==> src/rtl/prio_level_if.sv <==
// Core-side bundle of the priority level controller: request handshake, handler
// return, stall, and the level/stack status that drives the banked register file.
interface prio_level_if #(
  parameter int unsigned PrioNum   = 8,
  parameter int unsigned PrioWidth = $clog2(PrioNum)
);
  localparam int unsigned DepthWidth = $clog2(PrioNum);

  logic                  irq_req;
  logic [PrioWidth-1:0]  irq_prio;
  logic                  irq_ack;
  logic                  mret;
  logic                  stall;
  logic [PrioWidth-1:0]  level;
  logic                  write_ra_en;
  logic [DepthWidth-1:0] depth;
  logic                  busy;
  logic                  underflow_err;

  // Requester / core side
  modport master (
    output irq_req, irq_prio, mret, stall,
    input  irq_ack, level, write_ra_en, depth, busy, underflow_err
  );

  // Controller side
  modport slave (
    input  irq_req, irq_prio, mret, stall,
    output irq_ack, level, write_ra_en, depth, busy, underflow_err
  );
endinterface

==> src/rtl/prio_level_ctrl.sv <==
// Nested-interrupt priority level controller: tracks the current level, keeps a
// LIFO of preempted levels, and sequences bank switches on entry and return.
module prio_level_ctrl #(
  parameter int unsigned PrioNum   = 8,
  parameter int unsigned PrioWidth = $clog2(PrioNum)
) (
  input  logic         clk,
  input  logic         reset,
  prio_level_if.slave  bus
);

  localparam int unsigned DepthWidth = $clog2(PrioNum);
  localparam int unsigned StackDepth = PrioNum - 1;

  typedef enum logic [1:0] {
    RUN   = 2'd0,
    ENTER = 2'd1,
    EXIT  = 2'd2
  } state_e;

  state_e                state, state_nxt;
  logic [PrioWidth-1:0]  level_q, level_nxt;
  logic [DepthWidth-1:0] depth_q, depth_nxt;
  logic                  underflow_q, underflow_nxt;
  logic                  write_ra_q;
  logic                  busy_q;
  logic                  push;
  logic                  accept_c;
  logic [DepthWidth-1:0] top_idx;

  // Levels only ever strictly increase on push, so PrioNum-1 entries never overflow
  logic [PrioWidth-1:0]  stack [StackDepth];

  assign top_idx = depth_q - DepthWidth'(1);

  // Next-state: mret has precedence over a request arriving in the same RUN cycle
  always_comb begin
    state_nxt     = state;
    level_nxt     = level_q;
    depth_nxt     = depth_q;
    underflow_nxt = underflow_q;
    push          = 1'b0;
    accept_c      = 1'b0;

    case (state)
      RUN: begin
        if (bus.mret) begin
          if (depth_q != '0) begin
            level_nxt = stack[top_idx];
            depth_nxt = top_idx;
            state_nxt = EXIT;
          end else begin
            underflow_nxt = 1'b1;
          end
        end else if (bus.irq_req && !bus.stall && (bus.irq_prio > level_q)) begin
          accept_c  = 1'b1;
          push      = 1'b1;
          level_nxt = bus.irq_prio;
          depth_nxt = depth_q + DepthWidth'(1);
          state_nxt = ENTER;
        end
      end
      ENTER:   state_nxt = RUN;
      EXIT:    state_nxt = RUN;
      default: state_nxt = RUN;
    endcase
  end

  // State and status registers; reset overrides everything, including mid-ENTER/EXIT
  always_ff @(posedge clk) begin
    if (reset) begin
      state       <= RUN;
      level_q     <= '0;
      depth_q     <= '0;
      underflow_q <= 1'b0;
      write_ra_q  <= 1'b0;
      busy_q      <= 1'b0;
    end else begin
      state       <= state_nxt;
      level_q     <= level_nxt;
      depth_q     <= depth_nxt;
      underflow_q <= underflow_nxt;
      write_ra_q  <= (state_nxt == ENTER);
      busy_q      <= (state_nxt != RUN);
    end
  end

  // Stack contents are don't-care after reset, so no reset term here
  always_ff @(posedge clk) begin
    if (push && !reset) begin
      stack[depth_q] <= level_q;
    end
  end

  assign bus.irq_ack       = accept_c & ~reset;
  assign bus.level         = level_q;
  assign bus.depth         = depth_q;
  assign bus.write_ra_en   = write_ra_q;
  assign bus.busy          = busy_q;
  assign bus.underflow_err = underflow_q;

  a_no_overflow: assert property (@(posedge clk) disable iff (reset)
    push |-> (depth_q < DepthWidth'(StackDepth)));

  a_ack_only_in_run: assert property (@(posedge clk) disable iff (reset)
    bus.irq_ack |-> (state == RUN));

  a_empty_means_base: assert property (@(posedge clk) disable iff (reset)
    (depth_q == '0) |-> (level_q == '0));

endmodule

==> src/flat_wrapper.sv <==
// flat-port wrapper written by rule: the top's interface ports become plain ports
module prio_level_ctrl_flat 
#(
  parameter int unsigned PrioNum   = 8,
  parameter int unsigned PrioWidth = $clog2(PrioNum)
)
  (clk, reset, bus_irq_req, bus_irq_prio, bus_mret, bus_stall, bus_irq_ack, bus_level, bus_write_ra_en, bus_depth, bus_busy, bus_underflow_err);
  prio_level_if #(.PrioNum(PrioNum), .PrioWidth(PrioWidth)) bus_i ();
  input  logic clk;
  input  logic reset;
  input wire logic [$bits(bus_i.irq_req)-1:0] bus_irq_req;
  input wire logic [$bits(bus_i.irq_prio)-1:0] bus_irq_prio;
  input wire logic [$bits(bus_i.mret)-1:0] bus_mret;
  input wire logic [$bits(bus_i.stall)-1:0] bus_stall;
  output wire logic [$bits(bus_i.irq_ack)-1:0] bus_irq_ack;
  output wire logic [$bits(bus_i.level)-1:0] bus_level;
  output wire logic [$bits(bus_i.write_ra_en)-1:0] bus_write_ra_en;
  output wire logic [$bits(bus_i.depth)-1:0] bus_depth;
  output wire logic [$bits(bus_i.busy)-1:0] bus_busy;
  output wire logic [$bits(bus_i.underflow_err)-1:0] bus_underflow_err;
  assign bus_i.irq_req = bus_irq_req;
  assign bus_i.irq_prio = bus_irq_prio;
  assign bus_i.mret = bus_mret;
  assign bus_i.stall = bus_stall;
  assign bus_irq_ack = bus_i.irq_ack;
  assign bus_level = bus_i.level;
  assign bus_write_ra_en = bus_i.write_ra_en;
  assign bus_depth = bus_i.depth;
  assign bus_busy = bus_i.busy;
  assign bus_underflow_err = bus_i.underflow_err;
  prio_level_ctrl #(.PrioNum(PrioNum), .PrioWidth(PrioWidth)) u_core (.clk(clk), .reset(reset), .bus(bus_i));
endmodule
==> config.mk <==
export PLATFORM = sky130hd
export DESIGN_NAME = prio_level_ctrl_flat
export DESIGN_NICKNAME = d
export VERILOG_FILES = /design/src/rtl/prio_level_if.sv /design/src/rtl/prio_level_ctrl.sv /design/src/flat_wrapper.sv
export SDC_FILE = /design/constraint.sdc
export NUM_CORES = 1
export LEC_CHECK = 0
export ABC_AREA = 1
export BUFFER_PORTS_ARGS = -buffer_cell sky130_fd_sc_hd__buf_2
export CAP_MARGIN = 30
export CORE_UTILIZATION = 35
export CTS_CLUSTER_SIZE = 30
export DETAILED_ROUTE_END_ITERATION = 12
export HOLD_SLACK_MARGIN = 0.03
export PLACE_DENSITY_LB_ADDON = 0.08
export SLEW_MARGIN = 0
export SYNTH_ARGS = -nofsm -noshare
export SYNTH_HDL_FRONTEND = slang
export SYNTH_SLANG_ARGS = --single-unit
==> constraint.sdc <==
create_clock -name clk -period 2.4 [get_ports clk]
set_input_delay 0.36 -clock clk [delete_from_list [all_inputs] [get_ports clk]]
set_output_delay 0.36 -clock clk [all_outputs]
set_load 0.005 [all_outputs]
* After elaboration in Yosys (flattened, before gate mapping)
Memories as Yosys holds them, arrays and structs flattened.
Index checks and enable logic that the tools add are counted.
** Word-level totals
- Bits in registers :: 11
- Bits in writable memories :: 21
- Input bits :: 8
- Output and inout bits :: 10
- Word-level logic and storage cells :: 41
- Memories kept :: 1
** Memories
- u_core.stack :: words 7, bits a word 3, read ports 1, clocked after memory_dff 0, wr ports 1, line prio_level_ctrl.sv:32 : logic [PrioWidth-1:0] stack [StackDepth];
** Operators by class
- Add/sub/neg operators :: 2
- Order comparisons :: 1
- Eq/ne operators :: 2
- Muxes and demuxes :: 15
- Bitwise logic cells :: 3
- Reduce and logical (&&, ||, !) cells :: 11
** Operators by type and width (number)
- $mux 3 :: 6
- $mux 2 :: 4
- $reduce_and 3->1 :: 2
- $mux 1 :: 5
- $reduce_bool 2->1 :: 2
- $add 3x1->3 const B :: 1
- $gt 3x3->1 :: 1
- $logic_and 1x1->1 :: 3
- $reduce_bool 3->1 :: 1
- $sub 3x1->3 const B :: 1
- $eq 2x1->1 const B :: 1
- $logic_not 1->1 :: 2
- $logic_not 2->1 :: 1
- $ne 2x1->1 const B :: 1
- $not 1->1 :: 2
- $and 1x1->1 :: 1

* Longest topological paths before layout
- Word-level depth :: 9
- Mapped depth :: 12
- Gate-level depth less buffers :: 11

* Least setup slack after synthesis
OpenSTA, ideal clock, no wires.
- Path kind :: register -> register
- Start point :: register u_core.level_q[2], in the netlist u_core.bus.level[2]
- End point :: memory u_core.stack[1][0] in the netlist's numbering (enable)
- Library setup time :: 0.319 ns
- Arrival :: 1.548 ns
- Required time :: 2.081 ns
- Setup slack :: 0.533 ns
- Cell stages (with the launch flop) :: 10
- Buffers on the path :: 0
- Period minus slack after synthesis :: 1.867 ns
- Cell sequence :: dfxtp_1 inv_1 ha_1 nand2_1 nor2_1 nor2_4 nand3_4 nor2_8 nand2_4 nor2_1
** On the way
- Cells in the longest elaborated chain, start to end :: 8
** Ends and longest elaborated chain
- from (decl) :: line prio_level_ctrl.sv:22 : logic [PrioWidth-1:0] level_q, level_nxt;
- from (signal assigned) :: line prio_level_ctrl.sv:80 : level_q <= level_nxt;
- $gt 3x3->1 :: line prio_level_ctrl.sv:55 : end else if (bus.irq_req && !bus.stall && (bus.irq_prio > level_q)) begin
- $logic_and 1x1->1 :: line prio_level_ctrl.sv:55
- $mux 1 :: line prio_level_ctrl.sv:55
- $mux 1 :: line prio_level_ctrl.sv:47 : if (bus.mret) begin
- $mux 1 :: line prio_level_ctrl.sv:45 : case (state)
- $logic_and 1x1->1 :: line prio_level_ctrl.sv:90 : if (push && !reset) begin
- $mux 1 :: line prio_level_ctrl.sv:90
- $mux 1 (not written as such) :: line prio_level_ctrl.sv:91 : stack[depth_q] <= level_q;
- to (decl) :: line prio_level_ctrl.sv:32
No other way between the ends.

* Final worst setup path
- Start point :: register u_core.level_q[1], in the netlist u_core.bus.level[1]
- End point :: output port bus_irq_ack
** On the way
- Cells in the longest elaborated chain, start to end :: 6
** Ends and longest elaborated chain
- $gt 3x3->1 :: line prio_level_ctrl.sv:55
- $logic_and 1x1->1 :: line prio_level_ctrl.sv:55
- $mux 1 :: line prio_level_ctrl.sv:55
- $mux 1 :: line prio_level_ctrl.sv:47
- $mux 1 :: line prio_level_ctrl.sv:45
- $and 1x1->1 :: line prio_level_ctrl.sv:95 : assign bus.irq_ack = accept_c & ~reset;
- to (decl) :: line flat_wrapper.sv:15 : output wire logic [$bits(bus_i.irq_ack)-1:0] bus_irq_ack;
No other way between the ends.

==> flow_summary_export.csv <==
group,metric,value,unit
worst_setup_path,worstPathRequired,2.04,ns
yosys,synth_cell_types,22,
finish,fin_nets,231,
sta,holdWs,0.387,ns
sta,maxSlewHeadroom,0.802,
route,wire_per_inst,12.5,µm
clocking,clockBufferDepth,2,
job,cap_violations,0,
worst_setup_path,crit_path_start_kind,"flip-flop",
floorplanning,core,4440,µm²
finish,post-route-util,0.426,
power_and_ir_drop,p_int,0.00121,W
sta,rsz0062_at_grt,"false",
clocking,root_buffer,"clkbuf_8",
finish,syn_to_final_growth,14.4,%
sta,final_hold_viol_count,0,
placed_design,gp_congestion,0.781,
grt,grtUsageTotal,0.152,
floorplanning,die_w,70.7,µm
yosys,synth_seq_cells,32,
route,vias_per_cell,4.57,
sta,min_period,2.05,ns
worst_setup_path,cp-end-kind,"output pin",
clocking,post_cts_buffers,0,
route,drt_wl_total,3.37,mm
power_and_ir_drop,p_leak,0.920,nW
worst_setup_path,crit_buf_inv,2,
clocking,clk_pin_slew_worst_paths,0.07,ns
run_status,outcome,"completed",
finish,drive_above_1_share,0.206,
clocking,holdBufCountCts,0,
sta,period_share,0.856,
route,postRouteAntennaNets,0,
route,dr.pass1.iters,4,
route,drt_iter0_drc,57,
yosys,seq_area_frac_synth,0.514,
grt,grt_max_degree,14,
power_and_ir_drop,power,0.00203,W
clocking,cts_tree,"yes",
grt,grt_antenna_before_repair,0,
min_path,hp-class,"in -> reg",
worst_setup_path,crit_type,"reg -> out",
clocking,htreeDepth,2,
worst_setup_path,crit_family,"simple AND/OR/NAND/NOR gates",
placed_design,dpl.hpwl,2.58,mm
grt,gr-total-overflow,0,
yosys,netlist_area,1650,µm²
placed_design,io_buffers,17,
clocking,cts_sinks,32,
sta,max_clock_freq,487,MHz
sta,fin_ws,0.345,ns
clocking,cts_buffers,5,
power_and_ir_drop,power.switching,0.000815,W
yosys,synth_fp_nets,207,
yosys,avgSynthCellArea,8.57,µm²
sta,finalSetupTns,0,ns
route,vias,1235,
worst_setup_path,critPathMaxFanout,8,
worst_setup_path,crit_arrival,1.69,ns
power_and_ir_drop,swShare,0.402,
clocking,ctsResizeCount,0,
finish,final.fill_count,466,
sta,skew,0.00647,ns
power_and_ir_drop,power_density,1070,nW/µm²
route,drc,0,
floorplanning,die-area,5000,µm²
floorplanning,rows,24,
finish,antenna_cells,0,
floorplanning,io_pins,18,
floorplanning,initial_core_util,0.372,
floorplanning,dieHeight,70.7,µm
yosys,yosysWarnings,0,
worst_setup_path,crit_chain,"inv_1 -> ha_1 -> nand2_1 -> nor2_1 -> nor2_4 -> nand3_4 -> nor2_8 -> buf_2",
power_and_ir_drop,irDropWorstVdd,0.582,mV
power_and_ir_drop,seqPwrFrac,0.365,
grt,grt_pass1_vias,1161,
grt,grt_pass1_wl,5.61,mm
power_and_ir_drop,p_clk_frac,0.191,
sta,setup_viol,0,
power_and_ir_drop,p_comb_frac,0.444,
worst_setup_path,cpPeakStageDelay,0.34,ns
sta,slew_violations,0,
sta,tightest_slew,0.297,ns
placed_design,dp_slack,0.466,ns
yosys,synthCells,193,
clocking,clock_latency,0.28,ns
worst_setup_path,cp_slowest_cell,"dfxtp_1",
[state kept, by name, summed over array words and instances, names as in the netlist]
register and flops:
u_core.bus.underflow_err 1, u_core.state 2, u_core.bus.write_ra_en 1, u_core.bus.busy 1, u_core.stack 21, u_core.bus.depth 3
u_core.bus.level 3
[through the flow]
| step | std cells | area, µm² |
|---|---|---|
| after CTS | 270 | 1890 |
| final | 270 | 1890 |
| after global placement | 262 | 1810 |
| after detailed placement | 262 | 1810 |
| after global routing | 270 | 1890 |
| after floorplan | 193 | 1650 |
[layout by cell type, fill, tap and decap left out, drive strengths merged]
cell / Yosys / routed
nand2: 59 / 59
nor2: 34 / 34
inv: 31 / 31
buf: 5 / 22
edfxtp: 21 / 21
nand3: 19 / 19
dfxtp: 11 / 11
clkbuf: 0 / 7
ha: 6 / 6
xnor2: 2 / 2
a21oi: 2 / 2
nand3b: 1 / 1
nor4: 1 / 1
o21ai: 1 / 1
clkinv: 0 / 1
[cell families after synthesis]
group,Yosys count,synth area share
AO/OA/AOI/OAI,3,0.0113
AND/OR/NAND/NOR,114,0.329
flip-flops,32,0.514
adder cells (fa/ha/maj),6,0.0454
XOR/XNOR,2,0.0106
buffers and inverters,36,0.0893
[synth_stat cells]
| library cell | instances | area (µm²) |
|---|---|---|
| a21oi_1 | 1 | 5.00 |
| a21oi_2 | 1 | 8.76 |
| buf_2 | 4 | 20.0 |
| buf_6 | 1 | 11.3 |
| dfxtp_1 | 11 | 220 |
| edfxtp_1 | 21 | 631 |
| ha_1 | 6 | 75.1 |
| inv_1 | 30 | 113 |
| inv_2 | 1 | 3.75 |
| nand2_1 | 54 | 203 |
| nand2_2 | 3 | 18.8 |
| nand2_4 | 2 | 22.5 |
| nand3_1 | 18 | 90.1 |
| nand3_4 | 1 | 17.5 |
| nand3b_1 | 1 | 7.51 |
| nor2_1 | 25 | 93.8 |
| nor2_2 | 5 | 31.3 |
| nor2_4 | 3 | 33.8 |
| nor2_8 | 1 | 20.0 |
| nor4_1 | 1 | 6.26 |
| o21ai_0 | 1 | 5.00 |
| xnor2_1 | 2 | 17.5 |
[power by group through the flow]
stage,combinational (W),clock (W),sequential (W)
finish,0.000900,0.000388,0.000739
global route,0.00103,0.000420,0.000747
CTS,0.000918,0.000394,0.000740
detailed placement,0.000912,0,0.000751
global placement,0.000922,0,0.000750
floorplan,0.000596,0,0.000770
[area by class of cell]
cell class / count / area, µm² / area share
well taps: 52 / 65.1 / 0.0344
multi-input cells: 125 / 656 / 0.347
clock buffers: 7 / 76.3 / 0.0403
inverters: 31 / 116 / 0.0615
repair buffers: 22 / 123 / 0.0648
flip-flops and latches: 32 / 851 / 0.450
clock inverters: 1 / 5.00 / 0.00265
[worst paths after layout]
check / startpoint / to / slack (ns) / depth (start not counted)
setup reg to reg: u_core.bus.depth[1]$_SDFFE_PP0P_ / u_core.bus.level[0]$_SDFFE_PP0P_ / 0.47 / 9
hold / removal: reset / u_core.bus.depth[2]$_SDFFE_PP0P_ / 0.39 / 2
hold reg to reg: u_core.bus.underflow_err$_SDFFE_PP0P_ / u_core.bus.underflow_err$_SDFFE_PP0P_ / 0.48 / 2
setup / recovery: u_core.bus.level[1]$_SDFFE_PP0P_ / bus_irq_ack / 0.35 / 8
[metal layers]
layer / GRT usage / part of all wire
met5: 0 / 0
met4: 0.0667 / 0.012
met3: 0.0385 / 0.066
met2: 0.217 / 0.41
met1: 0.217 / 0.51
Note: power is estimated with default switching activity, not from simulation.
